<file path="src/rtl/mem_access_pkg.sv">
// Shared definitions for the memory-access stage: state encodings,
// alignment mask and the instruction classification used at accept.
package mem_access_pkg;

  localparam int DATA_W = 32;
  localparam int REG_W  = 5;

  // Low address bits that must be zero for a word access.
  localparam logic [1:0] WORD_ALIGN_MASK = 2'b11;

  typedef enum logic {
    MEM_IDLE = 1'b0,
    MEM_REQ  = 1'b1
  } mem_state_e;

  // What an accepted instruction turns into in this stage.
  typedef enum logic [1:0] {
    I_PASS  = 2'd0,   // no memory access, forward ALU result
    I_LOAD  = 2'd1,   // aligned LW
    I_STORE = 2'd2,   // aligned SW
    I_BAD   = 2'd3    // misaligned, or both load and store asserted
  } mem_op_e;

  function automatic logic is_word_aligned(input logic [DATA_W-1:0] addr);
    return (addr[1:0] & WORD_ALIGN_MASK) == 2'b00;
  endfunction

  function automatic mem_op_e classify_op(input logic              load,
                                          input logic              store,
                                          input logic [DATA_W-1:0] addr);
    mem_op_e op;
    if (!load && !store)              op = I_PASS;
    else if (load && store)           op = I_BAD;
    else if (!is_word_aligned(addr))  op = I_BAD;
    else if (load)                    op = I_LOAD;
    else                              op = I_STORE;
    return op;
  endfunction

endpackage

</file>
<file path="src/rtl/mem_access.sv">
// Memory-access stage. Accepts one instruction from EXE while idle, runs a
// req/ack transaction for aligned LW/SW, aborts after TIMEOUT unacked
// request cycles, and issues a one-cycle writeback slot for every accepted
// instruction (pass-through, load data, store completion or error).
//
//   state    | meaning
//   ---------+-----------------------------------------------------------
//   MEM_IDLE | no bus activity; accepts in_valid, stall low
//   MEM_REQ  | mem_req held with captured addr/wdata/we; waits for ack
module mem_access
  import mem_access_pkg::*;
#(
  parameter int TIMEOUT = 16
) (
  input  logic              clk,
  input  logic              rst_n,
  input  logic              in_valid,
  input  logic              write_reg,
  input  logic              load_en,
  input  logic              store_en,
  input  logic [DATA_W-1:0] res,
  input  logic [DATA_W-1:0] store_data,
  input  logic [REG_W-1:0]  rd,
  output logic              stall,
  output logic              mem_req,
  output logic              mem_we,
  output logic [DATA_W-1:0] mem_addr,
  output logic [DATA_W-1:0] mem_wdata,
  input  logic [DATA_W-1:0] mem_rdata,
  input  logic              mem_ack,
  output logic              wb_valid,
  output logic              wb_en,
  output logic [REG_W-1:0]  wb_rd,
  output logic [DATA_W-1:0] wb_data,
  output logic              err
);

  localparam int CNT_W = $clog2(TIMEOUT + 1);
  localparam logic [CNT_W-1:0] CNT_LIMIT = CNT_W'(TIMEOUT);

  mem_state_e        state;
  mem_state_e        state_nxt;
  logic [CNT_W-1:0]  cnt;
  logic [CNT_W-1:0]  cnt_inc;
  logic [DATA_W-1:0] addr_q;
  logic [DATA_W-1:0] wdata_q;
  logic              we_q;
  logic [REG_W-1:0]  rd_q;
  mem_op_e           op;
  logic              accept;
  logic              req_ack;
  logic              req_tout;

  // Classify the incoming instruction and decode transaction endings.
  always_comb begin
    op       = classify_op(load_en, store_en, res);
    accept   = (state == MEM_IDLE) && in_valid;
    cnt_inc  = cnt + CNT_W'(1);
    req_ack  = (state == MEM_REQ) && mem_ack;
    // An ack in the final allowed cycle takes priority over the abort.
    req_tout = (state == MEM_REQ) && !mem_ack && (cnt_inc == CNT_LIMIT);
  end

  // State register.
  always_ff @(posedge clk) begin
    if (!rst_n) state <= MEM_IDLE;
    else        state <= state_nxt;
  end

  // Next-state logic.
  always_comb begin
    state_nxt = state;
    case (state)
      MEM_IDLE: if (accept && (op == I_LOAD || op == I_STORE)) state_nxt = MEM_REQ;
      MEM_REQ:  if (req_ack || req_tout)                        state_nxt = MEM_IDLE;
      default:  state_nxt = MEM_IDLE;
    endcase
  end

  // Count unacked request cycles; restarts at zero for every transaction.
  always_ff @(posedge clk) begin
    if (!rst_n) begin
      cnt <= '0;
    end else if (state == MEM_REQ && state_nxt == MEM_REQ) begin
      cnt <= cnt_inc;
    end else begin
      cnt <= '0;
    end
  end

  // Capture the accepted instruction so the bus sees stable values.
  always_ff @(posedge clk) begin
    if (!rst_n) begin
      addr_q  <= '0;
      wdata_q <= '0;
      we_q    <= 1'b0;
      rd_q    <= '0;
    end else if (accept) begin
      addr_q  <= res;
      wdata_q <= store_data;
      we_q    <= store_en;
      rd_q    <= rd;
    end
  end

  // Writeback and error pulses, registered so they appear one edge after
  // the deciding event.
  always_ff @(posedge clk) begin
    if (!rst_n) begin
      wb_valid <= 1'b0;
      wb_en    <= 1'b0;
      wb_rd    <= '0;
      wb_data  <= '0;
      err      <= 1'b0;
    end else begin
      wb_valid <= 1'b0;
      wb_en    <= 1'b0;
      err      <= 1'b0;
      if (accept && op == I_PASS) begin
        wb_valid <= 1'b1;
        wb_en    <= write_reg && (rd != '0);
        wb_rd    <= rd;
        wb_data  <= res;
      end else if (accept && op == I_BAD) begin
        wb_valid <= 1'b1;
        err      <= 1'b1;
        wb_rd    <= rd;
        wb_data  <= '0;
      end else if (req_ack) begin
        wb_valid <= 1'b1;
        wb_en    <= !we_q && (rd_q != '0);
        wb_rd    <= rd_q;
        wb_data  <= we_q ? '0 : mem_rdata;
      end else if (req_tout) begin
        wb_valid <= 1'b1;
        err      <= 1'b1;
        wb_rd    <= rd_q;
        wb_data  <= '0;
      end
    end
  end

  // Bus and stall outputs follow the state; bus fields are zero when idle.
  always_comb begin
    stall     = (state != MEM_IDLE);
    mem_req   = (state == MEM_REQ);
    mem_we    = mem_req && we_q;
    mem_addr  = mem_req ? addr_q  : '0;
    mem_wdata = mem_req ? wdata_q : '0;
  end

endmodule

</file>
<file path="config.mk">
export PLATFORM = sky130hd
export DESIGN_NAME = mem_access
export DESIGN_NICKNAME = d
export VERILOG_FILES = /design/src/rtl/mem_access_pkg.sv /design/src/rtl/mem_access.sv
export SDC_FILE = /design/constraint.sdc
export NUM_CORES = 1
export LEC_CHECK = 0
export ABC_AREA = 1
export CAP_MARGIN = 10
export CORE_MARGIN = 10
export CORE_UTILIZATION = 39
export CTS_CLUSTER_DIAMETER = 200
export CTS_CLUSTER_SIZE = 25
export DETAILED_ROUTE_END_ITERATION = 6
export MAX_ROUTING_LAYER = met4
export PLACE_DENSITY = 0.7
export SETUP_SLACK_MARGIN = 0.05
export SKIP_CTS_REPAIR_TIMING = 1
export SLEW_MARGIN = 5
export SYNTH_ARGS = -nofsm -noshare
export SYNTH_HDL_FRONTEND = slang
export SYNTH_SLANG_ARGS = --single-unit
</file>
<file path="constraint.sdc">
create_clock -name clk -period 2.3 [get_ports clk]
set_clock_uncertainty 0.05 [all_clocks]
set_input_delay 0.345 -clock clk [delete_from_list [all_inputs] [get_ports clk]]
set_output_delay 0.345 -clock clk [all_outputs]
set_load 0.1 [all_outputs]
</file>
# Word-level counts from Yosys, hierarchy flattened
# Cells that the tools add are included.
# op_classes
add_sub_neg	1
eq_ne	4
n_mux	27
bitwise	2
reduce_logical	26
# op_table
cell	count
$mux W32	7
$mux W5	4
$logic_and A1 B1 Y1	13
$mux W1	11
$reduce_bool A5 Y1	2
$mux W2	4
$add A5 B1 Y5 const B	1
$eq A5 B5 Y1 const B	1
$eq A2 B2 Y1 const B	2
$logic_not A1 Y1	4
$logic_not A2 Y1	2
$reduce_bool A4 Y1	1
$eq A2 B1 Y1 const B	1
$logic_or A1 B1 Y1	2
$not A1 Y1	2
$pmux W1 S2	1
$reduce_and A2 Y1	1
$reduce_or A2 Y1	1
# totals
ff_bits	116
output_inout_bits	107

# Longest topological paths before layout
# Gate-level depths: netlist of run 1.
# logic_depth
word_depth	11
ltp_mapped	15

# Worst setup path after synthesis of run 1
# OpenSTA, ideal clock, no wires.
# synth_path
path_kind	register -> output
from	reg state (netlist: mem_req)
to	out mem_wdata[11]
arrival_time_ps	2414
t_required_ps	1905
slack_ps	-509
path_stages_with_launch	6
path_buffers	3
cell_sequence	dfxtp_1 > buf_6 > clkbuf_1 > buf_1 > nand2_1 > inv_1
# synth_via
elab_chain_cells	1
# synth_rtl
item	line	source
from (decl)	mem_access.sv:41	mem_state_e state;
from (signal assigned)	mem_access.sv:67	else state <= state_nxt;
$mux W32	mem_access.sv:149	mem_wdata = mem_req ? wdata_q : '0;
to (decl)	mem_access.sv:28	output logic [DATA_W-1:0] mem_wdata,
# Every way passes these cells.

# Final worst setup path of run 1
# layout_path
from	in res[0]
to	reg wb_data[0]
# layout_via
elab_chain_cells	8
word_cells_on_any_way	11
# layout_rtl
item	line	source
from (decl)	mem_access.sv:21	input logic [DATA_W-1:0] res,
$logic_not A2 Y1	mem_access_pkg.sv:25	return (addr[1:0] & WORD_ALIGN_MASK) == 2'b00;
$mux W2	mem_access_pkg.sv:34	else if (!is_word_aligned(addr)) op = I_BAD;
$mux W2	mem_access_pkg.sv:33	else if (load && store) op = I_BAD;
$mux W2	mem_access_pkg.sv:32	if (!load && !store) op = I_PASS;
$eq A2 B2 Y1	mem_access.sv:124	end else if (accept && op == I_BAD) begin
$logic_and A1 B1 Y1	mem_access.sv:124	
$mux W32	mem_access.sv:124	
$mux W32	mem_access.sv:119	if (accept && op == I_PASS) begin
to (signal assigned)	mem_access.sv:123	wb_data <= res;
to (signal assigned)	mem_access.sv:133	wb_data <= we_q ? '0 : mem_rdata;
to (decl)	mem_access.sv:34	output logic [DATA_W-1:0] wb_data,
# Several ways; a longest one is shown, not always the timed one.
# A chain may end at the register's enable or synchronous reset.

==> summary.md, run 1 <==
| Metric | Value |
|---|---|
| Reg-to-reg endpoint | wb_data[28]$_SDFFE_PN0P_ |
| DP Worst Slack | -0.0758 ns |
| Peak supply drop | 0.442 mV |
| CTS root buffer | clkbuf_16 |
| CP max FO | 12 |
| DR DRC count | 0 |
| WP data required | 2.60 ns |
| GRT Resource Usage Total | 19.9% |
| Clock sink count | 116 |
| Vias in the first global route | 5828 |
| DR vias/cell | 4.73 |
| Initial antenna violation count | 0 |
| Post-route setup slack | 0.332 ns |
| Total grt overflow | 0 |
| Site Rows | 44 |
| Synth Register Bits | 116 |
| Max Clk Rate | 508 MHz |
| Post-DP HPWL | 14.5 mm |
| Core Area | 14400 um^2 |
| N_diodes | 0 |
| Commonest non-fill, non-tap cell in the layout | nand2_1 |
| Number of iterations in the first detailed-routing pass | 5 |
| Cell Area, Synth | 5670 um^2 |
| Iter 0 DRT Violations | 399 |
| TritonCTS Buffers | 17 |
| Layout net count | 1202 |
| Max_slew headroom | 71.7% |
| Area delta synth->final | 64.2% |
| Largest net degree at the start of global routing | 61 |
| Asr flop ratio synth | 0% |
| Top_reg_cell synth | dfxtp_1 |
| DRT Wirelength | 19.5 mm |
| Post-synthesis sequential area ratio | 40.9% |
| Fin crit share | 85.6% |
| Leak | 4.36 nW |
| R2r worst-path depth | 11 |
| Final setup fails | 0 |
| R2R Path Start | cnt[0]$_SDFF_PN0_ |
| Critical Path Start | res[0] |
| Fillcell total | 1261 |
| Kind of critical path | in2reg |
| Crit path capture | wb_data[0]$_SDFFE_PN0P_ |
| Fin area | 9310 um^2 |
| Crit end category | flip-flop |
| Placer Congestion | 0.908 |
| Die Ht | 141 um |
| Ys Warns | 0 |
| IO Pins | 215 |
| Starting Density | 39.5% |
| Worst-Skew Late Latency | 0.41 ns |
| Syn_area_per_cell | 6.38 um^2 |
| H-tree lvl count | 4 |
| Flop2flop setup slack | 0.48 ns |
| Min Clock Period, post-route | 1.97 ns |
| Clk slew on worst S/H paths | 0.05 ns |
| Cells after Synth | 889 |
| Die Footprint | 19800 um^2 |
| Endpoints failing hold | 0 |
| Die Wd | 141 um |
| Post-layout util | 64.8% |
| Proportion of layout cells with a drive suffix above 1 | 17.8% |
| Critical path arrival | 2.27 ns |
| Synth cell types | 23 |
| P per Cell Area | 721 nW/um^2 |
| Least-Margin Pin Slew | 0.424 ns |
| Post-synth EDFFs | 0 |
| Most frequent cells in the layout | nand2_1 (203), inv_1 (165), dfxtp_1 (115) |
| Max-Cap Viols | 0 |
| Maximum clock path buffer count | 2 |
| First-pass GRT wire length | 30.8 mm |
| WL/cell | 15.2 um |
| IO buf count | 214 |
| Status | finished, final reports clean |
| Cell Area, Placed | 8710 um^2 |
| HP Class | in2reg |
| Vias | 6086 |
| Post-DRT Antenna Nets | 0 |
| CP Launch Type | input port |
| Worst hold slack | 0.258 ns |
| Mapped Nets | 1001 |
| RSZ-0062 raised after global routing | false |
| Max-slew violations | 0 |
| CTS tree | done |
## how the worst min path moves through the flow
stage                                       start                        to  cells past startpoint  slack, ns
after floorplan              rd_q[3]$_SDFFE_PN0P_      rd_q[3]$_SDFFE_PN0P_                      2       0.39
after global placement    addr_q[27]$_SDFFE_PN0P_   addr_q[27]$_SDFFE_PN0P_                      2       0.40
after detailed placement  addr_q[30]$_SDFFE_PN0P_   addr_q[30]$_SDFFE_PN0P_                      2       0.41
after CTS                                   rst_n   wdata_q[2]$_SDFFE_PN0P_                      3       0.24
after global routing                        rst_n  wdata_q[28]$_SDFFE_PN0P_                      3       0.27
final                                       rst_n   wdata_q[2]$_SDFFE_PN0P_                      3       0.26
## metal layers
layer	track usage (%)	part of all wire [%]	wire length [um]
met3	6.21	6.5	1270
met5	-	0	0
met4	7.88	3.0	580
met1	23.5	43	8350
met2	30.8	48	9330
## power by group
| group | switching [mW] | internal (mW) |
|---|---|---|
| clock | 0.920 | 1.77 |
| sequential | 0.0815 | 2.17 |
| combinational | 1.19 | 0.585 |
| total | 2.19 | 4.53 |
## critical path: stages
cell and delay, ns:
clkdlybuf4s50_1 0.43, nor2_1 0.14, inv_1 0.07, a21oi_1 0.18
ha_1 0.17, inv_1 0.07, buf_4 0.18, o21ai_0 0.32
buf_4 0.17, inv_1 0.04, nand2_1 0.05, inv_1 0.03
nor2_1 0.08
## sequential cells by signal (all words and copies together) (netlist names), 5 cells and up
signal	cells
rd_q	5
wb_data	32
cnt	5
wdata_q	32
addr_q	32
wb_rd	5
## metrics by stage
step | std cells | total power [mW] | setup TNS (ns)
after floorplan | 889 | 3.46 | 0
after global placement | 1255 | 4.05 | -0.565
after detailed placement | 1255 | 4.07 | -1.10
after CTS | 1286 | 6.77 | 0
after global routing | 1286 | 6.99 | 0
final | 1286 | 6.71 | 0
## layout make-up
type / count / area, um^2 / share of cell area, %
sequential: 116 / 2330 / 25.0
tap: 184 / 230 / 2.47
inverter: 191 / 795 / 8.53
timing repair buffer: 243 / 3040 / 32.6
multi-input combinational: 521 / 2330 / 25.0
clock buffer: 21 / 470 / 5.05
clock inverter: 10 / 129 / 1.38
## Yosys cell counts, types with 3 or more instances
library cell	instances	area (um^2)
buf_6	6	67.6
inv_1	185	694
ha_1	4	50.1
clkbuf_1	30	113
nand3_1	39	195
buf_2	13	65.1
nand2_1	203	762
o21ai_1	25	125
dfxtp_1	116	2320
nand4_1	42	263
buf_4	5	37.5
nor2_1	103	387
inv_2	3	11.3
buf_1	7	26.3
a21oi_1	49	245
o21ai_0	50	250
## cell families after synthesis
logic type | count (synthesis) | share of synthesized area, %
and+or+nand+nor | 391 | 28.8
buffers and inverters | 252 | 18.1
AOI/OAI and AO/OA | 126 | 11.2
adders and majority gates | 4 | 0.882
DFF | 116 | 40.9
No activity file was read; power rests on OpenSTA's default activity.
==> run 2: changes to the inputs <==
- CAP_MARGIN: 10 -> 30
==> results of run 2 <==
No change in the layout: final DEF, timing and power equal those of run 1.
==> run 3: changes to the inputs <==
- CORE_MARGIN: 10 -> 2
==> run 3 against run 2 <==
  * Core utilization is 0.68 points lower
  * Clock power is 1% lower
  * Total power is 1.1% lower
  * Cell count is 0.16% lower
  * Via count is 1.1% lower
  * Largest cell class unchanged
  * Critical endpoint is now mem_addr[17]
==> summary.md, run 3 (synthesis results as in run 1) <==
| Metric | Value |
|---|---|
| Vias in the first global route | 5732 |
| Clk slew on worst S/H paths | 0.05 ns |
| Area delta synth->final | 62.5% |
| IO Pins | 215 |
| Critical-path cell list | buf_4 -> nand2_1 -> inv_1 -> buf_12 |
| Status | finished, final reports clean |
| Largest net degree at the start of global routing | 53 |
| Max Clk Rate | 481 MHz |
| Post-route setup slack | 0.220 ns |
| Least-Margin Pin Slew | 0.502 ns |
| Most frequent cells in the layout | nand2_1 (203), inv_1 (165), dfxtp_1 (115) |
| Layout net count | 1199 |
| CTS root buffer | clkbuf_16 |
| Endpoints failing hold | 0 |
| DR vias/cell | 4.69 |
| IO buf count | 214 |
| Maximum clock path buffer count | 2 |
| CTS tree | done |
| Crit end category | output port |
| HP Class | in2reg |
| CP Buf/Inv Count | 3 |
| Die Ht | 125 um |
| N_diodes | 0 |
| Starting Density | 39.5% |
| Die Footprint | 15500 um^2 |
| H-tree lvl count | 4 |
| Clock sink count | 116 |
| DRT Wirelength | 17.8 mm |
| DR DRC count | 0 |
| Proportion of layout cells with a drive suffix above 1 | 17.5% |
| Top Registers | addr_q: 32 flops, wb_data: 32 flops, wdata_q: 32 flops |
| WL/cell | 13.9 um |
| TritonCTS Buffers | 17 |
| Site Rows | 44 |
| Max-Cap Viols | 0 |
| Leak | 4.32 nW |
| Fin area | 9220 um^2 |
| Max_slew headroom | 66.6% |
| Largest delay share family, worst path | flip-flops |
| CP max-delay cell | dfxtp_4 |
| Peak supply drop | 0.571 mV |
| Iter 0 DRT Violations | 331 |
| Placed cells | 1252 |
| Design Power | 6.64 mW |
| Post-DP HPWL | 13.0 mm |
| First-pass GRT wire length | 29.1 mm |
| GRT Resource Usage Total | 23.9% |
| Min Clock Period, post-route | 2.08 ns |
| Commonest non-fill, non-tap cell in the layout | nand2_1 |
| RSZ-0062 raised after global routing | false |
| Critical path arrival | 1.68 ns |
| Kind of critical path | reg2out |
| Delay of the slowest critical-path stage | 0.60 ns |
| Fin crit share | 90.4% |
| Post-DRT Antenna Nets | 0 |
| Vias | 6022 |
| Max-slew violations | 0 |
| Die Wd | 125 um |
| Number of iterations in the first detailed-routing pass | 5 |
| Core Area | 14400 um^2 |
| CP Launch Type | flip-flop |
| Initial antenna violation count | 0 |
| P per Cell Area | 721 nW/um^2 |
| Post-Layout Cell Count | 1284 |
| CP max FO | 30 |
| Total grt overflow | 0 |
| DP Worst Slack | -0.0294 ns |
| Cell Area, Placed | 8620 um^2 |
| Worst-Skew Late Latency | 0.41 ns |
| Placer Congestion | 0.890 |
| Final setup fails | 0 |
| Post-layout util | 64.1% |
| WP data required | 1.90 ns |
==> run 3: cell count changes in the layout (fill, tap and decap cells not counted), sizes merged <==
cell,previous run,this run
inv,170,169
bufinv,3,2
buf,137,134
clkbuf,21,24
==> run 3: stage by stage <==
step,setup TNS [ns],hold WS (ns)
floorplan,0,0.394
global placement,0,0.403
detailed placement,-0.181,0.407
CTS,0,0.311
global route,0,0.347
finish,0,0.336
==> run 3: worst paths after layout <==
kind	slack, ns	cells past startpoint	end	startpoint
worst min register to register	0.41	2	addr_q[24]$_SDFFE_PN0P_	addr_q[24]$_SDFFE_PN0P_
worst min-delay path	0.34	3	wb_rd[2]$_SDFFE_PN0P_	rst_n
worst max-delay path	0.22	4	mem_addr[17]	mem_req$_SDFF_PN0_
worst max register to register	0.54	9	wb_data[3]$_SDFFE_PN0P_	mem_req$_SDFF_PN0_
==> run 3: layout make-up <==
cell class,instances,area [um^2]
flip-flops and latches,116,2330
clock inverters,8,96.3
fillers,1289,5150
clock buffers,24,503
inverters,191,795
repair buffers,240,2940
well taps,184,230
multi-input cells,521,2330
==> run 3: tightest hold or removal path, delay by kind of cell <==
| kind | cells | cell delay [ns] |
|---|---|---|
| and+or+nand+nor | 2 | 0.15 |
| buffers and inverters | 1 | 0.24 |
==> run 3: power breakdown <==
part	switching (mW)	total, mW	internal, mW
Clock	0.913	2.65	1.74
Combinational	1.16	1.72	0.562
Sequential	0.0963	2.27	2.17
Total	2.17	6.64	4.47
==> run 3: routing by layer <==
| layer | routed length (um) | up-vias | track usage (%) |
|---|---|---|---|
| li1 | - | 3097 | - |
| met5 | 0 | - | - |
| met1 | 8000 | 2692 | 30.5 |
| met3 | 1170 | 28 | 5.80 |
| met4 | 335 | 0 | 7.60 |
| met2 | 8310 | 205 | 37.3 |
